$ cat src/rtl/spi_cmd_pkg.sv
// Shared opcode constants and FSM state encoding for the SPI command register file.
package spi_cmd_pkg;

  localparam logic [7:0] OP_START   = 8'h06;
  localparam logic [7:0] OP_STOP    = 8'h04;
  localparam logic [7:0] OP_WR_BASE = 8'h90;
  localparam logic [7:0] OP_RD_BASE = 8'hA0;
  localparam logic [7:0] OP_FB      = 8'hAB;

  typedef enum logic [2:0] {
    ST_IDLE,
    ST_WRITE,
    ST_READ,
    ST_FEEDBACK,
    ST_DISCARD
  } state_e;

  // True when the opcode's upper nibble selects the given register-access family.
  function automatic logic opFamily(input logic [7:0] op, input logic [7:0] base);
    return op[7:4] == base[7:4];
  endfunction

endpackage

$ cat src/rtl/spi_cmd_regfile.sv
// Byte-level SPI command decoder with a small writable register file, register
// read-back and a frozen feedback snapshot. The parent connects an SPI bit engine
// to rx_byte/rx_valid/tx_byte.
module spi_cmd_regfile
  import spi_cmd_pkg::*;
#(
  parameter int NUM_REGS    = 4,
  parameter int REG_BYTES   = 2,
  parameter int FB_BYTES    = 4,
  parameter int TIMEOUT_CYC = 4096
) (
  input  logic                            clk,
  input  logic                            rst_n,
  input  logic                            cs_n,
  input  logic [7:0]                      rx_byte,
  input  logic                            rx_valid,
  output logic [7:0]                      tx_byte,
  input  logic [FB_BYTES*8-1:0]           feedback,
  output logic [NUM_REGS*REG_BYTES*8-1:0] reg_data,
  output logic [NUM_REGS-1:0]             reg_update,
  output logic                            machine_start,
  output logic                            machine_stop,
  output logic                            cmd_error
);

  localparam int RW = REG_BYTES * 8;
  localparam int FW = FB_BYTES * 8;
  localparam int IW = (NUM_REGS > 1) ? $clog2(NUM_REGS) : 1;
  localparam int TW = $clog2(TIMEOUT_CYC);
  localparam int CW = 4;

  state_e                     state_q, state_d;
  logic [CW-1:0]              cnt_q, cnt_d;
  logic [TW-1:0]              idle_q, idle_d;
  logic [IW-1:0]              idx_q, idx_d;
  logic [RW-1:0]              shadow_q, shadow_d;
  logic [NUM_REGS-1:0][RW-1:0] regs_q, regs_d;
  logic [FW-1:0]              snap_q, snap_d;
  logic [7:0]                 tx_q, tx_d;
  logic [NUM_REGS-1:0]        upd_q, upd_d;
  logic                       start_q, start_d;
  logic                       stop_q, stop_d;
  logic                       err_q, err_d;

  logic          rxStrobe;
  logic          timeoutHit;
  logic          abortReq;
  logic          lastReg;
  logic          lastFb;
  logic          opRegOk;
  logic [RW-1:0] wrMerge;

  // Bytes arriving while the chip is deselected are not part of any frame.
  assign rxStrobe   = rx_valid & ~cs_n;
  // The counter holds the number of strobe-free cycles already spent in a busy state,
  // so reaching TIMEOUT_CYC-1 with no strobe this cycle completes the idle window.
  assign timeoutHit = (state_q != ST_IDLE) & ~rxStrobe & (idle_q == TW'(TIMEOUT_CYC - 1));
  // Deselect during a payload phase or an expired idle window forces a return to IDLE;
  // DISCARD leaves quietly on deselect, so only its timeout counts as an abort.
  assign abortReq   = timeoutHit |
                      (cs_n & ((state_q == ST_WRITE) | (state_q == ST_READ) |
                               (state_q == ST_FEEDBACK)));
  assign lastReg    = (cnt_q == CW'(REG_BYTES - 1));
  assign lastFb     = (cnt_q == CW'(FB_BYTES - 1));
  assign opRegOk    = (int'(rx_byte[3:0]) < NUM_REGS);
  // Payload bytes land little-endian; the shadow is cleared on opcode so OR-merge is safe.
  assign wrMerge    = shadow_q | (RW'(rx_byte) << (8 * cnt_q));

  // Next-state, datapath and pulse generation; everything defaults to hold/idle first.
  always_comb begin
    state_d  = state_q;
    cnt_d    = cnt_q;
    idle_d   = ((state_q == ST_IDLE) || rxStrobe) ? '0 : idle_q + TW'(1);
    idx_d    = idx_q;
    shadow_d = shadow_q;
    regs_d   = regs_q;
    snap_d   = cs_n ? feedback : snap_q;
    tx_d     = 8'hFF;
    upd_d    = '0;
    start_d  = 1'b0;
    stop_d   = 1'b0;
    err_d    = 1'b0;

    case (state_q)
      ST_IDLE: begin
        cnt_d    = '0;
        shadow_d = '0;
        if (rxStrobe) begin
          // The feedback opcode is matched before the read family, so it shadows read of reg 11.
          if (rx_byte == OP_START) begin
            start_d = 1'b1;
          end else if (rx_byte == OP_STOP) begin
            stop_d = 1'b1;
          end else if (rx_byte == OP_FB) begin
            state_d = ST_FEEDBACK;
            tx_d    = snap_q[7:0];
          end else if (opFamily(rx_byte, OP_WR_BASE) && opRegOk) begin
            state_d = ST_WRITE;
            idx_d   = rx_byte[IW-1:0];
          end else if (opFamily(rx_byte, OP_RD_BASE) && opRegOk) begin
            state_d = ST_READ;
            idx_d   = rx_byte[IW-1:0];
            tx_d    = regs_q[rx_byte[IW-1:0]][7:0];
          end else begin
            state_d = ST_DISCARD;
            err_d   = 1'b1;
          end
        end
      end

      ST_WRITE: begin
        if (rxStrobe) begin
          if (lastReg) begin
            regs_d[idx_q] = wrMerge;
            upd_d[idx_q]  = 1'b1;
            shadow_d      = '0;
            cnt_d         = '0;
            state_d       = ST_IDLE;
          end else begin
            shadow_d = wrMerge;
            cnt_d    = cnt_q + CW'(1);
          end
        end
      end

      ST_READ: begin
        if (rxStrobe) begin
          if (lastReg) begin
            cnt_d   = '0;
            state_d = ST_IDLE;
          end else begin
            tx_d  = 8'(regs_q[idx_q] >> (8 * (cnt_q + CW'(1))));
            cnt_d = cnt_q + CW'(1);
          end
        end else begin
          tx_d = tx_q;
        end
      end

      ST_FEEDBACK: begin
        if (rxStrobe) begin
          if (lastFb) begin
            cnt_d   = '0;
            state_d = ST_IDLE;
          end else begin
            tx_d  = 8'(snap_q >> (8 * (cnt_q + CW'(1))));
            cnt_d = cnt_q + CW'(1);
          end
        end else begin
          tx_d = tx_q;
        end
      end

      ST_DISCARD: begin
        if (cs_n) begin
          state_d = ST_IDLE;
        end
      end

      default: begin
        state_d = ST_IDLE;
      end
    endcase

    if (abortReq) begin
      state_d  = ST_IDLE;
      cnt_d    = '0;
      idle_d   = '0;
      shadow_d = '0;
      regs_d   = regs_q;
      upd_d    = '0;
      tx_d     = 8'hFF;
      err_d    = 1'b1;
    end
  end

  // State and datapath registers with asynchronous active-low reset.
  always_ff @(posedge clk or negedge rst_n) begin
    if (!rst_n) begin
      state_q  <= ST_IDLE;
      cnt_q    <= '0;
      idle_q   <= '0;
      idx_q    <= '0;
      shadow_q <= '0;
      regs_q   <= '0;
      snap_q   <= '0;
      tx_q     <= 8'hFF;
      upd_q    <= '0;
      start_q  <= 1'b0;
      stop_q   <= 1'b0;
      err_q    <= 1'b0;
    end else begin
      state_q  <= state_d;
      cnt_q    <= cnt_d;
      idle_q   <= idle_d;
      idx_q    <= idx_d;
      shadow_q <= shadow_d;
      regs_q   <= regs_d;
      snap_q   <= snap_d;
      tx_q     <= tx_d;
      upd_q    <= upd_d;
      start_q  <= start_d;
      stop_q   <= stop_d;
      err_q    <= err_d;
    end
  end

  assign tx_byte       = tx_q;
  assign reg_data      = regs_q;
  assign reg_update    = upd_q;
  assign machine_start = start_q;
  assign machine_stop  = stop_q;
  assign cmd_error     = err_q;

endmodule

$ cat config.mk
export PLATFORM = sky130hd
export DESIGN_NAME = spi_cmd_regfile
export DESIGN_NICKNAME = d
export VERILOG_FILES = /design/src/rtl/spi_cmd_pkg.sv /design/src/rtl/spi_cmd_regfile.sv
export SDC_FILE = /design/constraint.sdc
export NUM_CORES = 1
export LEC_CHECK = 0
export CAP_MARGIN = 0
export CORE_MARGIN = 1
export CORE_UTILIZATION = 40
export DETAILED_ROUTE_END_ITERATION = 8
export HOLD_SLACK_MARGIN = 0.05
export PLACE_DENSITY = 0.63
export SLEW_MARGIN = 20
export SYNTH_ARGS = -nofsm -noshare
export SYNTH_HDL_FRONTEND = slang
export SYNTH_SLANG_ARGS = --single-unit
$ cat constraint.sdc
create_clock -name clk -period 6.6 [get_ports clk]
set_clock_uncertainty 0.15 [all_clocks]
set_input_delay 1.65 -clock clk [delete_from_list [all_inputs] [get_ports clk]]
set_output_delay 1.65 -clock clk [all_outputs]
set_load 0.005 [all_outputs]
# == After elaboration in Yosys (flattened, before gate mapping) ==
# Cells that the tools add are included.
# word_totals
regBits,148
in_bits,44
out_inout_bits,79
wordCells,144
# op_classes
n_addsub,3
n_lt_le_gt_ge,4
n_eq_ne,22
shifts,3
muxes,67
bitwise_logic,14
reduce_logical,16
# op_table
op,count
$mux W8,12
$mux W16,5
$bmux W16 S2,2
$bwmux W64,1
$mux W3,12
$mux W4,9
$demux W16 S2,1
$pmux W16 S2,1
$shr A16 B32 Y8,1
$shr A32 B8 Y8,1
$mux W12,2
$ne A3 B3 Y1 const B,8
$pmux W8 S3,1
$eq A8 B3 Y1 const B,2
$mux W1,16
$or A16 B16 Y16,1
$shl A8 B7 Y16,1
$add A12 B1 Y12 const B,1
$eq A12 B12 Y1 const B,1
$pmux W3 S4,1
$pmux W4 S3,1
$eq A4 B4 Y1 const B,2
$eq A8 B8 Y1 const B,1
$reduce_and A8 Y1,1
27 further kinds,45

# == Depth between registers and ports, before layout ==
# Gate-level depths: netlist of the first run.
# depth
word_depth,10
mapped_depth,9
depth_no_buf,6

# == Worst setup path before layout of the first run ==
# Ideal clock, no wire load.
# synth_path
kind,input to register
startpoint,in cs_n
endpoint,"reg regs_q, in the netlist reg_data[10]"
setup_time_ns,0.125
arrival_ns,3.211
t_required_ns,6.325
setup_slack_ns,3.114
stages,6
n_path_buf,2
cell_sequence,buf_6 > nand2b_2 > nor4_4 > nor3b_4 > buf_12 > mux2_4
# synth_between
elab_chain_cells,8
word_cells_on_any_way,9
cone_classes,8 x bitwise; 1 x reduce/logical
# synth_rtl
element,line,text
start: declaration,spi_cmd_regfile.sv:14,"input logic cs_n,"
$not A1 Y1,spi_cmd_regfile.sv:54,assign rxStrobe = rx_valid & ~cs_n;
$and A1 B1 Y1,spi_cmd_regfile.sv:54,
$not A1 Y1,spi_cmd_regfile.sv:57,assign timeoutHit = (state_q != ST_IDLE) & ~rxStrobe & (idle_q == TW'(TIMEOUT_CYC - 1));
$and A1 B1 Y1 (2 in series),spi_cmd_regfile.sv:57,
$or A1 B1 Y1,spi_cmd_regfile.sv:60,assign abortReq = timeoutHit |
$not A1 Y1 (no line),--,
$reduce_and A4 Y1 (no line) (*),--,
end signal: assignment,spi_cmd_regfile.sv:198,regs_q <= regs_d;
end: declaration,spi_cmd_regfile.sv:37,"logic [NUM_REGS-1:0][RW-1:0] regs_q, regs_d;"
# Every way passes the cells marked *; elsewhere a longest branch is shown, timed or not.
# A chain may end at the register's enable or synchronous reset.

# == Worst setup path in the final report of the first run ==
# layout_path
startpoint,in cs_n
endpoint,"reg regs_q, in the netlist reg_data[5]"
# The elaborated chain is that of the path after synthesis.

==> run_results.csv, run 1 <==
group,metric,value,unit
outcome,status,"completed",
detailed_routing,detail_route.first_pass.iterations,5,
clocking,cts.clk_slew.worst_paths,0.06,ns
worst_setup_path,r2r-end,"reg_data[5]",
synthesis,synth-warning-count,0,
final_layout,area_growth,27.2,%
detailed_routing,vias,5067,
run,timing.max_cap.violations,0,
worst_setup_path,crit_path_start_kind,"input pin",
sta,setup_viol_count_final,0,
synthesis,synth_sequential_area_ratio,51.5,%
worst_hold_path,min-delay-start,"idle_q[0]",
detailed_routing,antenna_violating_nets_post_route,0,
sta,grt_setup_unrepaired,"no",
worst_setup_path,reg2regPathDepth,7,
clocking,clock_path_buffers,2,
final_layout,fraction_of_final_layout_cells_sized_beyond_drive_strength_1,25.9,%
synthesis,number_of_flops_mapped_to_enable_cells_by_yosys,0,
worst_setup_path,timing.critical_path.slowest_stage_cell,"sky130_fd_sc_hd__nor3b_4",
sta,final_worst_path_cycle_share,57.8,%
final_layout,insertedDiodeCount,0,
synthesis,synth.top_cell.area_share,48.6,%
clocking,cts.htree.levels,4,
floorplanning,start_util,41.4,%
worst_hold_path,hp-class,"reg -> reg",
synthesis,synth.top_cells.by_area,"sky130_fd_sc_hd__dfrtp_1, sky130_fd_sc_hd__mux2_2, sky130_fd_sc_hd__dfstp_2",
worst_setup_path,critical_path.max_fanout,12,
sta,timing.slew.headroom,42.7,%
detailed_routing,drc_errors,0,
detailed_routing,vias_per_instance,5.48,
grt,antenna_violations_before_repair,0,
floorplanning,die_width,136,microns
placed_design,port_buffers,122,
floorplanning,full_die_area,18600,sq um
sta,min_period,3.81,ns
placed_design,dp.final_hpwl,12700,microns
grt,globalRoute.totalOverflow,0,
worst_hold_path,worst_hold_path.endpoint,"idle_q[0]",
placed_design,post-place-ws,2.01,ns
synthesis,postSynthRegisterBits,148,
floorplanning,placementRows,48,
sta,fmax,262,MHz
sta,finalHoldWorstSlack,0.343,ns
detailed_routing,wl_per_cell,19.7,microns
worst_setup_path,critical_path_data_required_time,6.75,ns
sta,timing.final.hold_violations,0,
detailed_routing,drt_wl_total,18200,microns
synthesis,synthesis.nets,620,
grt,pin_count_of_the_biggest_net_entering_global_routing,108,
pwr,worst_ir_drop_vdd,173,uV
sta,final.setup.worst_slack,2.79,ns
floorplanning,core_area,17400,sq um
pwr,power.leakage,3.97,nW
sta,setup_tns,0,ns
pwr,design_power_total,2.04,mW
synthesis,syn-mean-instance-area,12.6,sq um
floorplanning,num_io_pins,123,
floorplanning,die_height,136,microns
worst_hold_path,min_path_cells,1,
sta,tightest_slew,0.858,ns
synthesis,synth_flop_cell,"sky130_fd_sc_hd__dfrtp_1",
worst_setup_path,worstReg2RegStart,"cnt_q[1]",
detailed_routing,initialDrtViolationCount,345,
worst_setup_path,timing.critical_path.slowest_cell_delay,0.52,ns
clocking,clock_sinks,148,
clocking,cts-buffers-inserted,17,
worst_setup_path,rrSetupSlack,3.33,ns
pwr,pwr_density_cell,223,nW/um^2
final_layout,finalNetCount,734,
worst_setup_path,worst_setup_path_end_kind,"flop",
clocking,post_cts_resize_count,0,
clocking,cts-root-buf,"sky130_fd_sc_hd__clkbuf_16",
grt,gr-usage-all-layers,21.0,%
grt,grt_first_pass_wirelength,29000,microns
synthesis,synthDominantAreaCellType,"sky130_fd_sc_hd__dfrtp_1",
clocking,clock_latency,0.42,ns
worst_setup_path,critPathArrivalTime,3.97,ns
synthesis,synth_area,7200,sq um
synthesis,synth_cell_type_count,66,
grt,vias_in_the_first_global_route,5259,
clocking,cts_setup_buffers,0,
sta,timing_max_transition_violations_final,0,
placed_design,routabilityCongestion,0.803,
worst_setup_path,class_of_the_most_critical_setup_path,"in -> reg",
synthesis,synthCells,573,
synthesis,postSynth.asyncResetShare,100,%
worst_setup_path,path_cells,"clkdlybuf4s50_1, nand2b_2, nor4_4, nor3b_4, buf_8, mux2_2",
clocking,cts.hold.buffers_added,0,
clocking,cts_tree,"done",
-- final cells by class --
cell class,count,area [sq um]
inverters,9,33.8
clock buffers,21,470
fillers,1496,8250
well taps,225,282
repair buffers,130,1310
multi-input cells,381,3260
clock inverters,11,101
flip-flops and latches,148,3710
-- sequential cells by signal, summed over array words and instances (netlist names), 2 cells and up --
signal	cells
tx_byte	8
snap_q	32
state_q	3
reg_update	4
idx_q	2
reg_data	64
idle_q	12
shadow_q	16
cnt_q	4
-- worst max path at each step --
stage / to / cells after the start / start / slack (ns)
CTS: reg_data[5] / 5 / cs_n / 2.44
detailed placement: reg_data[5] / 5 / cs_n / 2.01
global route: reg_data[5] / 6 / rx_valid / 2.67
global placement: reg_data[4] / 5 / cs_n / 2.06
finish: reg_data[5] / 6 / cs_n / 2.79
floorplan: reg_data[10] / 6 / cs_n / 3.11
-- layer usage --
layer	GRT usage, %	wire, microns	vias to the layer above
li1	-	-	2359
met1	27.7	8330	2571
met2	33.8	8780	118
met3	4.74	786	19
met4	7.41	306	0
met5	0	0	-
-- cell usage in the layout, fill, tap and decap left out, drive strengths merged, types with 9 or more instances in the layout --
master,n
nor2,21
nand2,22
nand3,12
o211ai,14
a31oi,9
nor3b,20
clkdlybuf4s50,121
a21oi,19
a211oi,9
mux2,102
mux2i,20
buf,9
nor3,11
inv,10
clkbuf,21
a21o,24
dfrtp,140
-- worst max-delay path: cells and delay by family --
kind                   cells  cell delay, ns
buffers and inverters      2            0.69
muxes                      1            0.35
and+or+nand+nor            3            1.25
-- cells in the mapped netlist (5+ instances only) --
master / count
sky130_fd_sc_hd__o211ai_1: 14
sky130_fd_sc_hd__xnor2_1: 5
sky130_fd_sc_hd__nor3b_1: 19
sky130_fd_sc_hd__mux2_4: 9
sky130_fd_sc_hd__nand3b_1: 7
sky130_fd_sc_hd__a31oi_1: 9
sky130_fd_sc_hd__a21o_2: 6
sky130_fd_sc_hd__nor4_1: 5
sky130_fd_sc_hd__nand3_1: 11
sky130_fd_sc_hd__mux2_2: 93
sky130_fd_sc_hd__clkbuf_1: 19
sky130_fd_sc_hd__a22oi_1: 6
sky130_fd_sc_hd__a21o_1: 18
sky130_fd_sc_hd__inv_1: 9
sky130_fd_sc_hd__mux2i_1: 20
sky130_fd_sc_hd__nor3_1: 11
sky130_fd_sc_hd__a21oi_1: 19
sky130_fd_sc_hd__dfstp_2: 8
sky130_fd_sc_hd__nor2_1: 21
sky130_fd_sc_hd__nand2_1: 22
sky130_fd_sc_hd__dfrtp_1: 140
sky130_fd_sc_hd__o21ai_0: 7
sky130_fd_sc_hd__mux4_2: 8
sky130_fd_sc_hd__a211oi_1: 9
sky130_fd_sc_hd__xor2_1: 6
-- through the flow --
stage | utilization, % | area (sq um) | cells
6_report | 52.6 | 9170 | 925
5_1_grt | 52.6 | 9170 | 925
4_1_cts | 52.3 | 9120 | 923
2_1_floorplan | - | 7200 | 573
3_3_place_gp | 49.1 | 8550 | 891
3_5_place_dp | 49.1 | 8550 | 891
-- report_power, final --
| group | switching, mW | internal [mW] |
|---|---|---|
| clock | 0.380 | 0.548 |
| sequential | 0.0279 | 0.935 |
| combinational | 0.0771 | 0.0759 |
-- cell families (layout without fill, tap and decap cells) --
| family | count (synthesis) | in the layout | share of synthesized area, % |
|---|---|---|---|
| DFF | 148 | 148 | 51.5 |
| and+or+nand+nor | 135 | 135 | 11.6 |
| muxes | 130 | 130 | 21.7 |
| AOI/OAI and AO/OA | 102 | 102 | 9.88 |
| buffers and inverters | 44 | 171 | 3.44 |
| xor gates and xnor gates | 11 | 11 | 1.34 |
| adders and majority gates | 3 | 3 | 0.521 |
Power figures use the tool's default switching activity.
==> inputs of run 2 (changes only) <==
Clock period 6.6 ns to 3.7 ns, I/O delays scaled along.
==> run_results.csv, run 2 (synthesis gave the netlist of run 1 again) <==
group,metric,value,unit
detailed_routing,drc_errors,0,
clocking,cts.clk_slew.worst_paths,0.06,ns
final_layout,sequential_cell_area_in_the_final_layout,3710,sq um
worst_setup_path,critPathArrivalTime,3.01,ns
run,timing.max_cap.violations,0,
floorplanning,core_area,17400,sq um
worst_setup_path,timing.critical_path.slowest_cell_delay,0.55,ns
final_layout,insertedDiodeCount,0,
clocking,cts.htree.levels,4,
floorplanning,die_width,136,microns
final_layout,largest_register_ffs,64,
pwr,design_power_total,3.55,mW
detailed_routing,highest_layer,"met4",
detailed_routing,detail_route.first_pass.iterations,5,
final_layout,filler_cell_count,1522,
grt,vias_in_the_first_global_route,5425,
final_layout,layout_common_cells,"sky130_fd_sc_hd__dfrtp_1, sky130_fd_sc_hd__clkdlybuf4s50_1, sky130_fd_sc_hd__mux2_2",
placed_design,post-place-ws,0.397,ns
detailed_routing,antenna_violating_nets_post_route,0,
grt,grt_first_pass_wirelength,29600,microns
floorplanning,start_util,41.4,%
detailed_routing,vias_per_instance,5.51,
worst_setup_path,timing.critical_path.slowest_stage_cell,"sky130_fd_sc_hd__and3b_2",
floorplanning,num_io_pins,123,
sta,final_worst_path_cycle_share,77.1,%
clocking,cts_setup_buffers,0,
worst_setup_path,crit_path_start_kind,"input pin",
grt,antenna_violations_before_repair,0,
clocking,clock_sinks,148,
pwr,pwr_density_cell,387,nW/um^2
clocking,cts-root-buf,"sky130_fd_sc_hd__clkbuf_16",
worst_setup_path,critical_path.max_fanout,17,
sta,timing_max_transition_violations_final,0,
worst_setup_path,critical_path_data_required_time,3.86,ns
detailed_routing,wl_per_cell,19.7,microns
sta,timing.slew.headroom,43.8,%
pwr,power.leakage,3.98,nW
clocking,cts-buffers-inserted,17,
sta,tightest_slew,0.841,ns
clocking,post_cts_resize_count,0,
sta,setup_viol_count_final,0,
placed_design,port_buffers,122,
sta,timing.final.hold_violations,0,
outcome,status,"completed",
detailed_routing,wl_met1,8210,microns
floorplanning,full_die_area,18600,sq um
sta,grt_setup_unrepaired,"no",
detailed_routing,initialDrtViolationCount,303,
final_layout,multi_input_comb_area,3250,sq um
worst_setup_path,class_of_the_most_critical_setup_path,"in -> reg",
pwr,worst_ir_drop_vdd,322,uV
final_layout,finalNetCount,742,
worst_hold_path,hp-class,"reg -> reg",
worst_setup_path,worst_setup_path_end_kind,"flop",
clocking,cts.hold.buffers_added,0,
grt,gr-usage-all-layers,21.1,%
final_layout,layout_commonest_cell,"sky130_fd_sc_hd__dfrtp_1",
detailed_routing,detailed_route_wirelength_on_metal2,8970,microns
detailed_routing,met3_wirelength,957,microns
final_layout,fraction_of_final_layout_cells_sized_beyond_drive_strength_1,26.4,%
sta,finalHoldWorstSlack,0.331,ns
grt,pin_count_of_the_biggest_net_entering_global_routing,82,
grt,globalRoute.totalOverflow,0,
placed_design,routabilityCongestion,0.814,
clocking,clock_path_buffers,2,
sta,setup_tns,0,ns
floorplanning,die_height,136,microns
sta,min_period,2.85,ns
sta,fmax,350,MHz
floorplanning,placementRows,48,
detailed_routing,vias,5138,
detailed_routing,drt_wl_total,18400,microns
sta,final.setup.worst_slack,0.846,ns
final_layout,area_growth,27.2,%
placed_design,dp.final_hpwl,12900,microns
clocking,clock_latency,0.42,ns
final_layout,final_core_util,52.6,%
clocking,cts_tree,"done",
worst_setup_path,path_cells,"clkdlybuf4s50_1, nand2b_2, nor4_4, and3b_2, mux2_2",
-- run 2: cell count changes in the layout (fill, tap and decap cells not counted), sizes merged --
cell,change
clkinv,+1
clkbuf,-1
bufinv,-1
buf,+8
clkinvlp,+1
-- run 2: layout make-up --
cell class / count / area share [%]
tap: 225 / 3.07
clock inverter: 12 / 0.915
multi-input combinational: 381 / 35.5
sequential: 148 / 40.5
inverter: 9 / 0.369
timing repair buffer: 138 / 14.8
clock buffer: 20 / 4.87
-- run 2: stage by stage --
step | cell area [sq um] | instances
after floorplan | 7200 | 573
after global placement | 8630 | 901
after detailed placement | 8630 | 901
after global routing | 9160 | 933
final | 9160 | 933
after CTS | 9160 | 933
-- run 2: final timing paths --
path,start,end,slack [ns],depth (start not counted)
setup / recovery,cs_n,reg_data[45],0.85,5
hold / removal,idle_q[0],idle_q[0],0.33,1
setup reg to reg,cnt_q[1],reg_data[45],1.03,6
hold reg to reg,idle_q[0],idle_q[0],0.33,1
max in group asynchronous,rst_n,reg_data[35],2.21,2
min in group asynchronous,rst_n,idle_q[4],0.34,1
-- run 2: report_power, final --
group	leakage (nW)	internal [mW]	switching (mW)
clock network	0.248	0.872	0.683
registers	1.96	1.67	0.0480
logic	1.77	0.136	0.140
-- run 2: metal layers --
layer | global-route usage, % | up-vias
met1 | 28.7 | 2622
met4 | 5.80 | 0
li1 | - | 2370
met5 | 0 | -
met3 | 4.59 | 17
met2 | 34.0 | 129
-- run 2: critical path, delay by kind of cell --
family,cells,cell delay [ns]
simple gates,3,1.19
buf+inv,1,0.49
mux,1,0.40
==> inputs of run 3 (changes only) <==
Clock period 3.7 ns to 2.82 ns, I/O delays scaled along.
==> run_results.csv, run 3 (synthesis gave the netlist of run 1 again) <==
group,metric,value,unit
detailed_routing,detailed_route_wirelength_on_metal2,9180,microns
worst_hold_path,hp-class,"in -> async",
worst_setup_path,worstReg2RegStart,"cnt_q[1]",
clocking,cts-root-buf,"sky130_fd_sc_hd__clkbuf_16",
final_layout,layout_commonest_cell,"sky130_fd_sc_hd__dfrtp_1",
floorplanning,num_io_pins,123,
placed_design,port_buffers,122,
sta,min_period,2.52,ns
detailed_routing,drt_wl_total,18800,microns
pwr,comb_power_share,7.9,%
sta,fmax,396,MHz
worst_setup_path,critical_path.max_fanout,6,
clocking,clock_sinks,148,
worst_setup_path,critical_path_data_required_time,2.98,ns
clocking,cts_setup_buffers,0,
worst_setup_path,rrSetupSlack,0.30,ns
placed_design,post-place-ws,-0.0767,ns
detailed_routing,initialDrtViolationCount,255,
detailed_routing,antenna_violating_nets_post_route,0,
run,timing.max_cap.violations,0,
pwr,power.leakage,4.21,nW
floorplanning,die_width,136,microns
clocking,clock_latency,0.43,ns
placed_design,routabilityCongestion,0.880,
pwr,switching_power,1.15,mW
floorplanning,die_height,136,microns
pwr,swShare,22.7,%
pwr,design_power_total,5.06,mW
pwr,worst_ir_drop_vdd,447,uV
placed_design,dp.final_hpwl,13600,microns
clocking,cts.htree.levels,4,
grt,gr-usage-all-layers,21.4,%
detailed_routing,wl_met1,8600,microns
worst_setup_path,critPathArrivalTime,2.69,ns
sta,timing.slew.headroom,46.2,%
worst_setup_path,r2r-end,"reg_data[12]",
floorplanning,core_area,17400,sq um
sta,final.setup.worst_slack,0.296,ns
worst_setup_path,reg2regPathDepth,7,
pwr,internal_power,3.92,mW
clocking,post_cts_resize_count,0,
grt,globalRoute.totalOverflow,0,
detailed_routing,vias_per_instance,5.45,
grt,pin_count_of_the_biggest_net_entering_global_routing,60,
detailed_routing,detail_route.first_pass.iterations,4,
clocking,cts.clk_slew.worst_paths,0.06,ns
pwr,power_frac_seq,44.4,%
sta,finalHoldWorstSlack,0.0929,ns
grt,vias_in_the_first_global_route,5389,
worst_setup_path,start_point_of_the_critical_path,"cnt_q[1]",
clocking,cts.hold.buffers_added,0,
outcome,status,"completed",
clocking,cts-buffers-inserted,17,
final_layout,final_core_util,54.8,%
floorplanning,placementRows,48,
detailed_routing,vias,5225,
pwr,pwr_density_cell,530,nW/um^2
grt,grt_first_pass_wirelength,29800,microns
sta,timing_max_transition_violations_final,0,
detailed_routing,drc_errors,0,
final_layout,insertedDiodeCount,0,
clocking,clock_path_buffers,2,
final_layout,finalNetCount,768,
worst_setup_path,class_of_the_most_critical_setup_path,"reg -> reg",
detailed_routing,wl_per_cell,19.6,microns
detailed_routing,met3_wirelength,810,microns
worst_setup_path,worst_setup_path_end_kind,"flop",
final_layout,fraction_of_final_layout_cells_sized_beyond_drive_strength_1,29.3,%
sta,setup_viol_count_final,0,
sta,timing.final.hold_violations,0,
floorplanning,full_die_area,18600,sq um
clocking,cts_tree,"done",
grt,antenna_violations_before_repair,0,
detailed_routing,highest_layer,"met4",
final_layout,largest_register_ffs,64,
final_layout,area_growth,32.5,%
final_layout,filler_cell_count,1469,
final_layout,layout_common_cells,"sky130_fd_sc_hd__dfrtp_1, sky130_fd_sc_hd__clkdlybuf4s50_1, sky130_fd_sc_hd__mux2_2",
sta,tightest_slew,0.807,ns
worst_setup_path,crit_path_start_kind,"flop",
pwr,part_of_the_total_power_dissipated_in_the_clock_network,47.7,%
sta,final_worst_path_cycle_share,89.5,%
floorplanning,start_util,41.4,%
sta,grt_setup_unrepaired,"no",
[run 3: worst max path at each step]
stage                               to  slack [ns]  cells past startpoint
final                     reg_data[12]        0.30                      7
after global routing      reg_data[11]        0.21                      7
after CTS                 reg_data[12]        0.31                      7
after global placement    reg_data[12]       -0.08                      6
after floorplan           reg_data[10]        0.03                      8
after detailed placement      idx_q[1]       -0.08                      5
[run 3: power groups by stage]
stage / Clock [mW] / Sequential, mW / Combinational (mW)
after floorplan: 0 / 2.26 / 0.212
after global placement: 0 / 2.28 / 0.395
after detailed placement: 0 / 2.29 / 0.402
after CTS: 2.46 / 2.25 / 0.406
after global routing: 2.57 / 2.26 / 0.435
final: 2.42 / 2.25 / 0.401
[run 3: critical path: stages, from the launching register on]
cell,delay (ns)
sky130_fd_sc_hd__dfrtp_1,0.38
sky130_fd_sc_hd__inv_1,0.07
sky130_fd_sc_hd__ha_1,0.23
sky130_fd_sc_hd__or3b_4,0.42
sky130_fd_sc_hd__nor4_4,0.31
sky130_fd_sc_hd__nor3b_4,0.30
sky130_fd_sc_hd__buf_4,0.23
sky130_fd_sc_hd__mux2_4,0.31
[run 3: stage by stage]
stage                     instance area, sq um  instances  setup TNS [ns]
final                                     9550        959               0
after global routing                      9550        959               0
after CTS                                 9550        959               0
after detailed placement                  8920        927           -1.91
after global placement                    8920        927           -1.98
after floorplan                           7200        573               0
[run 3: area by class of cell]
type	count	area, sq um	area share (%)
sequential	148	3710	38.9
multi-input combinational	381	3250	34.0
timing repair buffer	164	1640	17.2
clock buffer	19	453	4.74
tap	225	282	2.95
clock inverter	13	179	1.87
inverter	9	33.8	0.354
[run 3: routing by layer]
metal  up-vias  GRT usage, %
li1       2423             -
met5         -             0
met4         0          6.11
met2       126          34.8
met3        16          4.88
met1      2660          28.6
